$ cat config.mk
export PLATFORM = sky130hd
export DESIGN_NAME = mem_stage_lsu_flat
export DESIGN_NICKNAME = d
export VERILOG_FILES = /design/src/rtl/mem_stage_lsu_pkg.sv /design/src/rtl/mem_stage_lsu_if.sv /design/src/rtl/mem_stage_lsu_align.sv /design/src/rtl/mem_stage_lsu.sv /design/src/flat_wrapper.sv
export SDC_FILE = /design/constraint.sdc
export NUM_CORES = 1
export LEC_CHECK = 0
export ABC_AREA = 1
export CORE_MARGIN = 3
export CORE_UTILIZATION = 47
export CTS_BUF_LIST = sky130_fd_sc_hd__clkbuf_16
export DETAILED_ROUTE_END_ITERATION = 6
export GPL_ROUTABILITY_DRIVEN = 1
export PLACE_DENSITY = 0.85
export REMOVE_ABC_BUFFERS = 1
export SLEW_MARGIN = 20
export SYNTH_ARGS = -nofsm -noshare
export SYNTH_HDL_FRONTEND = slang
export SYNTH_SLANG_ARGS = --single-unit
$ cat constraint.sdc
create_clock -name clk -period 4.2 [get_ports clk]
set_input_delay 1.05 -clock clk [delete_from_list [all_inputs] [get_ports clk]]
set_output_delay 1.05 -clock clk [all_outputs]
set_load 0.005 [all_outputs]
$ cat src/rtl/mem_stage_lsu_pkg.sv
// Shared types and constants for the memory-stage load/store unit.
package rvx10_mem_pkg;

    localparam logic [2:0] F3_B  = 3'b000;
    localparam logic [2:0] F3_H  = 3'b001;
    localparam logic [2:0] F3_W  = 3'b010;
    localparam logic [2:0] F3_BU = 3'b100;
    localparam logic [2:0] F3_HU = 3'b101;

    localparam int TIMEOUT_CYCLES_DEF = 16;
    localparam int TIMEOUT_W          = $clog2(TIMEOUT_CYCLES_DEF + 1);

    typedef enum logic [1:0] {IDLE, REQ, RESP} lsu_state_t;

endpackage

$ cat src/rtl/mem_stage_lsu_if.sv
// Data-memory req/ack port: LSU is master, memory is slave.
interface mem_stage_lsu_if #(parameter int XLEN = 32);
    logic              req;
    logic              we;
    logic [XLEN-1:0]   addr;
    logic [XLEN-1:0]   wdata;
    logic [XLEN/8-1:0] be;
    logic              ack;
    logic [XLEN-1:0]   rdata;

    modport master (output req, we, addr, wdata, be, input ack, rdata);
    modport slave  (input req, we, addr, wdata, be, output ack, rdata);
endinterface

$ cat src/rtl/mem_stage_lsu_align.sv
// Byte-lane steering: store enables/replication, load extract/extend, misalign check.
module lsu_align
    import rvx10_mem_pkg::*;
(
    input  logic [1:0]  addr,
    input  logic [2:0]  funct3,
    input  logic [31:0] wdata,
    input  logic [31:0] rdata,
    output logic [3:0]  be,
    output logic [31:0] wdata_lane,
    output logic [31:0] rdata_ext,
    output logic        misalign
);
    logic [7:0]  rbyte;
    logic [15:0] rhalf;

    assign rbyte = rdata[{addr, 3'b000} +: 8];
    assign rhalf = rdata[{addr[1], 4'b0000} +: 16];

    // Unsupported encodings fall through to the word defaults.
    always_comb begin
        be         = 4'b1111;
        wdata_lane = wdata;
        rdata_ext  = rdata;
        misalign   = |addr;
        case (funct3)
            F3_B, F3_BU: begin
                be         = 4'b0001 << addr;
                wdata_lane = {4{wdata[7:0]}};
                rdata_ext  = (funct3 == F3_BU) ? {24'b0, rbyte} : {{24{rbyte[7]}}, rbyte};
                misalign   = 1'b0;
            end
            F3_H, F3_HU: begin
                be         = 4'b0011 << {addr[1], 1'b0};
                wdata_lane = {2{wdata[15:0]}};
                rdata_ext  = (funct3 == F3_HU) ? {16'b0, rhalf} : {{16{rhalf[15]}}, rhalf};
                misalign   = addr[0];
            end
            default: ;
        endcase
    end
endmodule

$ cat src/rtl/mem_stage_lsu.sv
// Memory-stage LSU: IDLE/REQ/RESP handshake to data memory, stalls upstream while busy.
// Optional MEM_TIMEOUT_EN aborts a REQ that waits TIMEOUT_CYCLES without ack (BusErrM).
module mem_stage_lsu
    import rvx10_mem_pkg::*;
#(
    parameter int XLEN           = 32,
    parameter int TIMEOUT_CYCLES = TIMEOUT_CYCLES_DEF
) (
    input  logic            clk,
    input  logic            reset_n,
    input  logic [XLEN-1:0] ALUResultM,
    input  logic [XLEN-1:0] WriteDataM,
    input  logic [2:0]      Funct3M,
    input  logic            MemReadM,
    input  logic            MemWriteM,
    mem_stage_lsu_if.master dmem,
    output logic [XLEN-1:0] ReadDataM,
    output logic            StallM,
    output logic            MisalignM,
    output logic            BusErrM
);
    if (XLEN != 32 || TIMEOUT_CYCLES < 1) begin : g_bad_cfg
        $error("mem_stage_lsu: XLEN must be 32 and TIMEOUT_CYCLES >= 1");
    end

    lsu_state_t state;
    logic [1:0] addr_lo_q;
    logic [2:0] f3_q;
    logic       is_load_q;

    logic       access;
    logic [1:0] al_addr;
    logic [2:0] al_f3;
    logic [3:0] be_c;
    logic [31:0] wdata_c, rdata_ext;
    logic       mis_c;

    assign access = MemReadM | MemWriteM;

    // Live inputs steer lanes at issue; the latched copy drives load extraction.
    assign al_addr = (state == IDLE) ? ALUResultM[1:0] : addr_lo_q;
    assign al_f3   = (state == IDLE) ? Funct3M : f3_q;

    lsu_align u_align (
        .addr       (al_addr),
        .funct3     (al_f3),
        .wdata      (WriteDataM),
        .rdata      (dmem.rdata),
        .be         (be_c),
        .wdata_lane (wdata_c),
        .rdata_ext  (rdata_ext),
        .misalign   (mis_c)
    );

    always_comb begin
        MisalignM = (state == IDLE) && access && mis_c;
        StallM    = ((state == IDLE) && access && !mis_c) || (state == REQ);
    end

`ifdef MEM_TIMEOUT_EN
    localparam int CW = $clog2(TIMEOUT_CYCLES + 1);
    logic [CW-1:0] wait_cnt;
`else
    assign BusErrM = 1'b0;
`endif

    always_ff @(posedge clk or negedge reset_n) begin
        if (!reset_n) begin
            state      <= IDLE;
            dmem.req   <= 1'b0;
            dmem.we    <= 1'b0;
            dmem.addr  <= '0;
            dmem.wdata <= '0;
            dmem.be    <= '0;
            ReadDataM  <= '0;
            addr_lo_q  <= '0;
            f3_q       <= '0;
            is_load_q  <= 1'b0;
`ifdef MEM_TIMEOUT_EN
            wait_cnt   <= '0;
            BusErrM    <= 1'b0;
`endif
        end else begin
            case (state)
                IDLE: begin
                    if (access && !mis_c) begin
                        state      <= REQ;
                        dmem.req   <= 1'b1;
                        dmem.we    <= MemWriteM;
                        dmem.addr  <= {ALUResultM[XLEN-1:2], 2'b00};
                        dmem.wdata <= wdata_c;
                        dmem.be    <= be_c;
                        addr_lo_q  <= ALUResultM[1:0];
                        f3_q       <= Funct3M;
                        is_load_q  <= MemReadM;
`ifdef MEM_TIMEOUT_EN
                        wait_cnt   <= '0;
`endif
                    end
                end
                REQ: begin
                    if (dmem.ack) begin
                        state     <= RESP;
                        dmem.req  <= 1'b0;
                        ReadDataM <= is_load_q ? rdata_ext : '0;
                    end
`ifdef MEM_TIMEOUT_EN
                    else if (wait_cnt == CW'(TIMEOUT_CYCLES - 1)) begin
                        state     <= RESP;
                        dmem.req  <= 1'b0;
                        ReadDataM <= '0;
                        BusErrM   <= 1'b1;
                    end else begin
                        wait_cnt <= wait_cnt + 1'b1;
                    end
`endif
                end
                default: begin
                    state     <= IDLE;
                    ReadDataM <= '0;
`ifdef MEM_TIMEOUT_EN
                    BusErrM   <= 1'b0;
`endif
                end
            endcase
        end
    end
endmodule

$ cat src/flat_wrapper.sv
// flat-port wrapper written by rule: the top's interface ports become plain ports
module mem_stage_lsu_flat import rvx10_mem_pkg::*;
#(
    parameter int XLEN           = 32,
    parameter int TIMEOUT_CYCLES = TIMEOUT_CYCLES_DEF
)
  (clk, reset_n, ALUResultM, WriteDataM, Funct3M, MemReadM, MemWriteM, ReadDataM, StallM, MisalignM, BusErrM, dmem_req, dmem_we, dmem_addr, dmem_wdata, dmem_be, dmem_ack, dmem_rdata);
  mem_stage_lsu_if #(.XLEN(XLEN)) dmem_i ();
  input  logic clk;
  input  logic reset_n;
  input  logic [XLEN-1:0] ALUResultM;
  input  logic [XLEN-1:0] WriteDataM;
  input  logic [2:0] Funct3M;
  input  logic MemReadM;
  input  logic MemWriteM;
  output logic [XLEN-1:0] ReadDataM;
  output logic StallM;
  output logic MisalignM;
  output logic BusErrM;
  output wire logic [$bits(dmem_i.req)-1:0] dmem_req;
  output wire logic [$bits(dmem_i.we)-1:0] dmem_we;
  output wire logic [$bits(dmem_i.addr)-1:0] dmem_addr;
  output wire logic [$bits(dmem_i.wdata)-1:0] dmem_wdata;
  output wire logic [$bits(dmem_i.be)-1:0] dmem_be;
  input wire logic [$bits(dmem_i.ack)-1:0] dmem_ack;
  input wire logic [$bits(dmem_i.rdata)-1:0] dmem_rdata;
  assign dmem_req = dmem_i.req;
  assign dmem_we = dmem_i.we;
  assign dmem_addr = dmem_i.addr;
  assign dmem_wdata = dmem_i.wdata;
  assign dmem_be = dmem_i.be;
  assign dmem_i.ack = dmem_ack;
  assign dmem_i.rdata = dmem_rdata;
  mem_stage_lsu #(.XLEN(XLEN), .TIMEOUT_CYCLES(TIMEOUT_CYCLES)) u_core (.clk(clk), .reset_n(reset_n), .ALUResultM(ALUResultM), .WriteDataM(WriteDataM), .Funct3M(Funct3M), .MemReadM(MemReadM), .MemWriteM(MemWriteM), .dmem(dmem_i), .ReadDataM(ReadDataM), .StallM(StallM), .MisalignM(MisalignM), .BusErrM(BusErrM));
endmodule
==> results of run 1 <==
[power by group through the flow]
| stage | clock network, mW | registers, mW | logic [mW] |
|---|---|---|---|
| after floorplan | 0 | 1.84 | 1.50 |
| after global placement | 0 | 1.80 | 3.09 |
| after detailed placement | 0 | 1.81 | 3.15 |
| after CTS | 0.835 | 1.80 | 3.17 |
| after global routing | 0.882 | 1.86 | 3.50 |
| final | 0.820 | 1.80 | 3.14 |
[worst paths after layout]
kind | start | to | slack [ns] | cells after the start
setup / recovery | Funct3M[0] | StallM | 0.40 | 11
hold / removal | u_core.dmem.addr[12] | u_core.dmem.addr[12] | 0.47 | 2
setup reg to reg | u_core.state[0] | u_core.dmem.wdata[9] | 1.76 | 10
hold reg to reg | u_core.dmem.addr[12] | u_core.dmem.addr[12] | 0.47 | 2
max in group asynchronous | reset_n | u_core.f3_q[2] | 2.64 | 2
min in group asynchronous | reset_n | u_core.dmem.addr[30] | 0.82 | 1
[logic make-up after synthesis]
| kind of cell | Yosys count | synth area share, % |
|---|---|---|
| buffers and inverters | 94 | 8.10 |
| other | 1 | 0.0704 |
| AO/OA/AOI/OAI | 85 | 8.53 |
| AND/OR/NAND/NOR | 436 | 32.6 |
| flip-flops | 108 | 50.7 |
[cell type report]
class | count | area [µm²] | share of cell area (%)
clock buffer | 9 | 225 | 2.91
clock inverter | 7 | 60.1 | 0.777
inverter | 59 | 221 | 2.87
multi-input combinational | 524 | 2210 | 28.6
sequential | 108 | 2700 | 35.0
tap | 140 | 175 | 2.27
timing repair buffer | 215 | 2140 | 27.6
[tightest hold or removal path, cell delays in order (launching register included)]
cell     delay (ns)
dfrtp_1        0.35
nand2_1        0.05
nand2_1        0.04
[metal layers]
metal,track usage (%),vias to the layer above,routed length [µm]
met4,7.85,0,455
met3,3.99,28,703
met1,32.5,2382,6650
met5,0,-,0
met2,40.6,165,7560
li1,-,2610,-
[stage by stage]
step                      cells  utilization (%)
after global placement     1046             68.1
after CTS                  1062             70.7
after global routing       1062             70.7
after detailed placement   1046             68.1
after floorplan             691                -
final                      1062             70.7
[sequential cells by signal (all words and copies together) (netlist names)]
register	flops
u_core.dmem.we	1
u_core.state	2
u_core.addr_lo_q	2
u_core.ReadDataM	32
u_core.dmem.addr	30
u_core.is_load_q	1
u_core.dmem.wdata	32
u_core.dmem.be	4
u_core.dmem.req	1
u_core.f3_q	3
[cell usage in the layout, fill, tap and decap left out, types with 2 or more instances in the layout]
cell	n
nand2_2	4
o21ai_0	43
inv_1	55
clkinv_1	2
inv_2	3
nor2_1	29
o21ai_1	20
nand2_1	364
clkdlybuf4s50_1	204
nor2_4	4
clkinv_4	3
inv_8	2
o21ai_2	2
clkbuf_16	9
dfrtp_1	108
a21oi_1	15
buf_4	10
nand3_1	32
conb_1	3
o21a_1	4
==> metrics.md, run 1 <==
| Metric | Value |
|---|---|
| Largest net degree at the start of global routing | 85 |
| Clk sink count | 108 |
| Port bufs | 205 |
| Outcome | complete, no violations |
| Hold_ws | 0.471 ns |
| Combinational power share | 54.5% |
| Most frequent cell after synthesis | nand2_1 |
| CP endpoint kind | output pin |
| CP cell instances | clkdlybuf4s50_1, inv_1, nand2_1, o21ai_2, nand2_2, nand2_1, nand2_1, nor2_4, inv_2, nand2_1, clkdlybuf4s50_1 |
| CTS buffer count | 9 |
| Leakage | 3.98 nW |
| Initial antenna violation count | 0 |
| Worst slew pin tran | 0.973 ns |
| RSZ-0062 raised after global routing | false |
| Top cell type's share of synthesized area | 50.7% |
| Clock Skew | 0.00963 ns |
| Final Power | 5.76 mW |
| Drt via density | 4.88 |
| Count of synthesis-stage warnings from yosys | 0 |
| Delay-heaviest family, CP | buffers and inverters |
| First-pass GRT wire length | 25.1 mm |
| Filler Cells Inserted | 892 |
| IO Count | 209 |
| Max Root-Sink Buffers | 2 |
| Cts repair resizes | 0 |
| Max_cap viols | 0 |
| Die Ht | 112 µm |
| CP most frequent cell | nand2_1 |
| Ranking of synthesized cells by area | dfrtp_1 (51%), nand2_1 (26%), o21ai_0 (4.0%) |
| Vias | 5185 |
| Flops & latches, synth | 108 |
| TritonCTS clock tree | built |
| Most used flip-flop cell after synthesis | dfrtp_1 |
| Gr usage total | 24.3% |
| Worst Hold Class | flop to flop |
| NetSw | 2.37 mW |
| WL/cell | 14.5 µm |
| Setup crit start kind | input pin |
| Setup TNS | 0 ns |
| Drt drc | 0 |
| Hold Buf Count CTS | 0 |
| Grt total ovfl | 0 |
| F_max | 263 MHz |
| Setup slack after layout | 0.399 ns |
| Sequential area share after synthesis | 50.7% |
| CP max FO | 6 |
| CTS Root Cell | clkbuf_16 |
| Clock transition at the registers of the reported paths | 0.07 ns |
| Area post-placement | 0.00744 mm² |
| Dominant cell type by area after synthesis | dfrtp_1 |
| Final Hold Viols | 0 |
| Cell-internal power | 3.39 mW |
| Seq pwr share | 31.3% |
| Cell area after layout | 0.00773 mm² |
| CP arrival | 2.75 ns |
| VDD IR-drop max | 0.000978 V |
| Gpl congestion | 0.824 |
| Initial Utilization | 48.7% |
| FFs w/ async S/R, synth | 100% |
| Initial drt markers | 357 |
| Setup-failing EPs final | 0 |
| Die area | 0.0126 mm² |
| # rows | 38 |
| Average size of a mapped cell | 7.36 µm² |
| Dpl ws | 0.394 ns |
| Diodes inserted | 0 |
| Vias in the first global route | 5093 |
| Slowest cell delay on critical path | 0.49 ns |
| Critical Path RT | 3.15 ns |
| H-tree depth | 3 |
| Final min period | 3.80 ns |
| Synth cell count leaders | nand2_1 (364), dfrtp_1 (108), inv_1 (55), o21ai_0 (43), nand3_1 (32) |
| Final worst path period share | 90.5% |
| Clock power share | 14.2% |
| TritonRoute pass-1 iters | 6 |
| CP Class | input pin to output pin |
| Share of cells above drive strength 1 | 4.66% |
| Core ar. | 0.0109 mm² |
| Power Density | 745 mW/mm² |
| CP Buf/Inv Count | 4 |
| ANT nets after route | 0 |
| Nets@finish | 1021 |
| Post-DP HPWL | 11.0 mm |
| Layout area overhead | 45.1% |
| Unique masters post-synth | 23 |
| Mapped Area | 0.00533 mm² |
| Mapped Cells | 724 |
| Switching Fraction | 41.1% |
| Rel. slew slack | 35.0% |
| Die X | 112 µm |
| Number of synthesized flops with an enable pin | 0 |
| # Post-CTS Setup Buffers | 0 |
| Crit-path slowest cell | clkdlybuf4s50_1 |
| Clk Latency, worst-skew pair | 0.34 ns |
| Slew Limit Fails | 0 |
| Post-Route WL | 15.4 mm |
Note: power is estimated with default switching activity, not from simulation.
==> inputs of run 2 (changes only) <==
Settings changed: ABC_AREA 1 to default, PLACE_DENSITY 0.85 to 0.86.
==> metrics.md, run 2 <==
| Metric | Value |
|---|---|
| Outcome | complete, no violations (unchanged) |
| Gr usage total | 24.1% (was 24.3%) |
| Clock transition at the registers of the reported paths | 0.07 ns (about the same) |
| IO Count | 209 (unchanged) |
| Clk sink count | 108 (unchanged) |
| Setup-failing EPs final | 0 (unchanged) |
| Worst Hold Class | flop to flop (unchanged) |
| Diodes inserted | 0 (unchanged) |
| Die Ht | 112 µm (about the same) |
| Leakage | 3.39 nW (was 3.98 nW) |
| Initial antenna violation count | 0 (unchanged) |
| Drt via density | 5.62 (was 4.88) |
| Flops & latches, synth | 108 (unchanged) |
| Most frequent cell after synthesis | dfrtp_1 (was nand2_1) |
| Register area | 0.00270 mm² (unchanged) |
| Layout area overhead | 44.9% (was 45.1%) |
| Filler Cells Inserted | 824 (was 892) |
| Most common cell after layout, fill and taps aside | clkdlybuf4s50_1 (was nand2_1) |
| Gpl congestion | 0.873 (was 0.824) |
| Critical Path RT | 3.15 ns (about the same) |
| Post-synthesis compound-gate area fraction | 17.0% (was 8.53%) |
| Final Hold Viols | 0 (unchanged) |
| FFs w/ async S/R, synth | 100% (unchanged) |
| Vias in the first global route | 4663 (was 5093) |
| Count of synthesis-stage warnings from yosys | 0 (unchanged) |
| H-tree depth | 3 (unchanged) |
| # rows | 38 (unchanged) |
| Final Power | 5.88 mW (was 5.76 mW) |
| Dominant combinational cell family by area after synthesis | multiplexers (was simple AND/OR/NAND/NOR gates) |
| Slew Limit Fails | 0 (unchanged) |
| CP arrival | 2.88 ns (was 2.75 ns) |
| Die X | 112 µm (about the same) |
| Most used flip-flop cell after synthesis | dfrtp_1 (unchanged) |
| Die area | 0.0126 mm² (about the same) |
| # Post-CTS Setup Buffers | 0 (unchanged) |
| Post-DP HPWL | 11.4 mm (was 11.0 mm) |
| Max Root-Sink Buffers | 2 (unchanged) |
| First-pass GRT wire length | 24.2 mm (was 25.1 mm) |
| Clock Skew | 0.00770 ns (was 0.00963 ns) |
| RSZ-0062 raised after global routing | false (unchanged) |
| Grt total ovfl | 0 (unchanged) |
| Top cell type's share of synthesized area | 50.9% (was 50.7%) |
| Post-Synth Adder-Cell Area | 0% (unchanged) |
| Cells on worst reg2reg path | 7 (was 10) |
| Number of synthesized flops with an enable pin | 0 (unchanged) |
| CTS buffer count | 9 (unchanged) |
| Synth cell count leaders | dfrtp_1 (108), nand2_1 (58), mux2_4 (45), o21ai_0 (39), nor2_1 (32) (was nand2_1 (364), dfrtp_1 (108), inv_1 (55), o21ai_0 (43), nand3_1 (32)) |
| Dpl ws | 0.268 ns (was 0.394 ns) |
| Setup slack after layout | 0.268 ns (was 0.399 ns) |
| Final min period | 3.93 ns (was 3.80 ns) |
| Share of cells above drive strength 1 | 14.1% (was 4.66%) |
| WHS Path Cells | 1 (was 2) |
| F_max | 254 MHz (was 263 MHz) |
| Core ar. | 0.0109 mm² (unchanged) |
| Clk Latency, worst-skew pair | 0.34 ns (about the same) |
| Vias | 4461 (was 5185) |
| Hold_ws | 0.478 ns (was 0.471 ns) |
| Hold Buf Count CTS | 0 (unchanged) |
| Port bufs | 205 (unchanged) |
| Sequential area share after synthesis | 50.9% (was 50.7%) |
| Max_cap viols | 0 (unchanged) |
| CP max FO | 9 (was 6) |
| Post-Route WL | 15.4 mm (about the same) |
| TritonCTS clock tree | built (unchanged) |
| CP Class | input pin to output pin (unchanged) |
| Dominant cell type by area after synthesis | dfrtp_1 (unchanged) |
| Initial Utilization | 48.6% (was 48.7%) |
| Power Density | 765 mW/mm² (was 745 mW/mm²) |
| Initial drt markers | 225 (was 357) |
| Rel. slew slack | 24.8% (was 35.0%) |
| Worst slew pin tran | 1.12 ns (was 0.973 ns) |
| Synth Area in Simple Gates | 8.15% (was 32.6%) |
| Final worst path period share | 93.6% (was 90.5%) |
| Cts repair resizes | 0 (unchanged) |
| TritonRoute pass-1 iters | 4 (was 6) |
| Most frequent cells in the layout | clkdlybuf4s50_1 (204), dfrtp_1 (108), nand2_1 (58) (was nand2_1 (364), clkdlybuf4s50_1 (204), dfrtp_1 (108)) |
| Mapped Area | 0.00531 mm² (was 0.00533 mm²) |
| Largest net degree at the start of global routing | 85 (unchanged) |
| Post-synthesis xor/xnor area fraction | 0% (unchanged) |
| Mapped Cells | 456 (was 724) |
| CP endpoint kind | output pin (unchanged) |
| WL/cell | 19.4 µm (was 14.5 µm) |
| Drt drc | 0 (unchanged) |
| Largest registers | u_core.ReadDataM x32, u_core.dmem.wdata x32, u_core.dmem.addr x30 (unchanged) |
| VDD IR-drop max | 0.000348 V (was 0.000978 V) |
| Average size of a mapped cell | 11.6 µm² (was 7.36 µm²) |
| Nets@finish | 753 (was 1021) |
| Ranking of synthesized cells by area | dfrtp_1 (51%), mux2_4 (13%), mux2i_1 (4.7%) (was dfrtp_1 (51%), nand2_1 (26%), o21ai_0 (4.0%)) |
| Multiplexer share of the synthesized area | 19.2% (was 0%) |
| Setup crit start kind | input pin (unchanged) |
| Area of the multi-input gates | 0.00240 mm² (was 0.00221 mm²) |
| CTS Root Cell | clkbuf_16 (unchanged) |
| ANT nets after route | 0 (unchanged) |
| Unique masters post-synth | 48 (was 23) |
## run 2: changes by cell type after synthesis, sizes merged, moves of 15 or more
cell | before | now
mux2i | 0 | 29
mux2 | 0 | 47
o21ai | 66 | 51
nand3 | 33 | 0
nand2 | 368 | 58
inv | 58 | 4
## run 2: critical path, cell delays in order
cell             delay, ns
clkdlybuf4s50_1       0.52
mux2i_4               0.39
o21ai_2               0.14
a21o_4                0.23
nand2_1               0.05
clkdlybuf4s50_1       0.50
## run 2: per-stage QoR
stage,std cells,setup TNS (ns),util [%],cell area [µm²]
global placement,778,0,67.8,7410
global route,794,0,70.4,7690
floorplan,424,-9.51,-,5090
CTS,794,0,70.3,7690
finish,794,0,70.4,7690
detailed placement,778,0,67.8,7410
## run 2: metal layers
layer	share of wire [%]	vias up	GRT usage, %	wire length (µm)
li1	-	2029	-	-
met1	38	2164	29.2	5800
met2	50	231	40.9	7780
met3	9.1	37	6.36	1400
met4	2.8	0	10.0	438
met5	0	-	0	0
## run 2: worst paths after layout
kind,start,end,slack (ns)
min,u_core.dmem.wdata[25],u_core.dmem.wdata[25],0.48
min in group asynchronous,reset_n,u_core.ReadDataM[16],0.75
min reg2reg,u_core.dmem.wdata[25],u_core.dmem.wdata[25],0.48
max,ALUResultM[0],StallM,0.27
max reg2reg,u_core.state[0],u_core.addr_lo_q[1],0.81
max in group asynchronous,reset_n,u_core.dmem.wdata[20],2.76
## run 2: kinds of logic after synthesis
family	Yosys count
compound gates	130
simple gates	103
flops	108
other cells	1
mux	76
buf+inv	38
## run 2: layout make-up
cell class	instances	area share [%]
flip-flops and latches	108	35.1
clock inverters	7	0.667
well taps	140	2.28
inverters	4	0.195
clock buffers	9	2.93
multi-input cells	312	31.3
repair buffers	214	27.6
## run 2: power breakdown
part | internal (mW) | switching (mW)
registers | 1.54 | 0.345
clock network | 0.406 | 0.388
logic | 1.83 | 1.38
total | 3.77 | 2.11
==> variant (config.mk and constraints of run 1) <==
The 3 states of `lsu_state_t` get a one-hot encoding in 3 bits.
--- a/src/rtl/mem_stage_lsu_pkg.sv
+++ b/src/rtl/mem_stage_lsu_pkg.sv
@@ -11,5 +11,5 @@
     localparam int TIMEOUT_W          = $clog2(TIMEOUT_CYCLES_DEF + 1);
 
-    typedef enum logic [1:0] {IDLE, REQ, RESP} lsu_state_t;
+    typedef enum logic [2:0] {IDLE = 3'b001, REQ = 3'b010, RESP = 3'b100} lsu_state_t;
 
 endpackage
Check against the original RTL: same outputs for any inputs over 10 cycles, from zero or initial values and one cycle with reset_n low; not proved beyond that.
==> variant against run 1 <==
First-iteration DRC count fell by 10%; worst setup slack improved by 8.3 ps; fmax rose by 0.22%; cell area rose by 0.83%; total power fell by 2.8%; synthesized area rose by 1.4%; clock power rose by 1%; core utilization barely moved; routed wire length rose by 3.0%; sequential cell count rose by 1; count of clock-buffer cells in the layout did not move; worst hold slack improved by 11 ps; non-clock buffer count fell by 2.
==> variant: results (changes against run 1) <==
| Metric | Value |
|---|---|
| Outcome | `finished clean` |
| Reg2reg start | `u_core.state[2]` |
| Vias in the first global route | `5212 (+2.3%)` |
| Combinational power share | `0.553 (+0.008)` |
| Met1 Wirelength | `6.51 mm (-2.1%)` |
| Total global-route track usage | `0.249 (+0.00657)` |
| Complex-gate fraction of the synthesized area | `0.0852 (about the same)` |
| Leak pwr | `4.09 nW (+2.6%)` |
| Sw Pwr | `2.44 mW (+3.0%)` |
| Layout cells sized above 1 | `0.0416 (-0.00506)` |
| Register share of total power | `0.299 (-0.014)` |
| CP Max Fanout | `11 (+5)` |
| Layout net count | `1037 (+1.6%)` |
| Hold path startpoint | `u_core.dmem.addr[30]` |
| Met3 Wirelength | `1.54 mm (+120%)` |
| # placed instances | `1062 (+1.5%)` |
| Worst vdd ir | `359 uV (-63%)` |
| Filler instances | `928 (+4.0%)` |
| Setup WS pre-CTS | `406 ps (+11.9 ps)` |
| Post-route setup slack | `407 ps (+8.28 ps)` |
| Commonest cells in the netlist | `358 x nand2_1, 108 x dfrtp_1, 72 x o21ai_0, 67 x inv_1, 49 x nor2_1` |
| Worst Hold End | `u_core.dmem.addr[30]` |
| Sequential share of the synthesized area | `0.505 (-0.00207)` |
| Slew margin rel. | `0.337 (-0.0137)` |
| Mean Syn Cell Area | `7.27 sq um (-1.2%)` |
| RR Endpoint | `u_core.dmem.addr[31]` |
| Arrival time worst endpoint | `2740 ps (about the same)` |
| Clock Skew | `10.2 ps (+0.602 ps)` |
| FF-to-FF path depth | `12 (+2)` |
| Crit path launch | `ALUResultM[1]` |
| Wire length per cell | `14.7 microns (+1.5%)` |
| Largest net degree at the start of global routing | `99 (+16%)` |
variant: layer usage:
metal  vias up  track usage
met3        20       0.0781
met4         0       0.0609
met5         -            0
met1      2386        0.316
met2       218        0.417
li1       2642            -
variant: cell type report:
type / instances / area, sq um / area share
clock inverter: 7 / 60.1 / 0.00771
inverter: 69 / 259 / 0.0332
clock buffer: 9 / 225 / 0.0289
tap: 140 / 175 / 0.0225
timing repair buffer: 213 / 2120 / 0.272
multi-input combinational: 531 / 2220 / 0.285
sequential: 109 / 2730 / 0.350
variant: worst max-delay path, cell delays in order:
cell	delay [ps]
clkdlybuf4s50_1	400
inv_1	110
o21ai_4	80
inv_2	200
nand2_1	110
nand2_1	160
nand2_4	60
nand2_1	80
clkdlybuf4s50_1	500
variant: kinds of logic (layout without fill, tap and decap cells):
| logic type | after synthesis | count (layout) |
|---|---|---|
| compound gates | 87 | 87 |
| simple gates | 441 | 441 |
| flops | 109 | 109 |
| other cells | 1 | 3 |
| buf+inv | 105 | 298 |
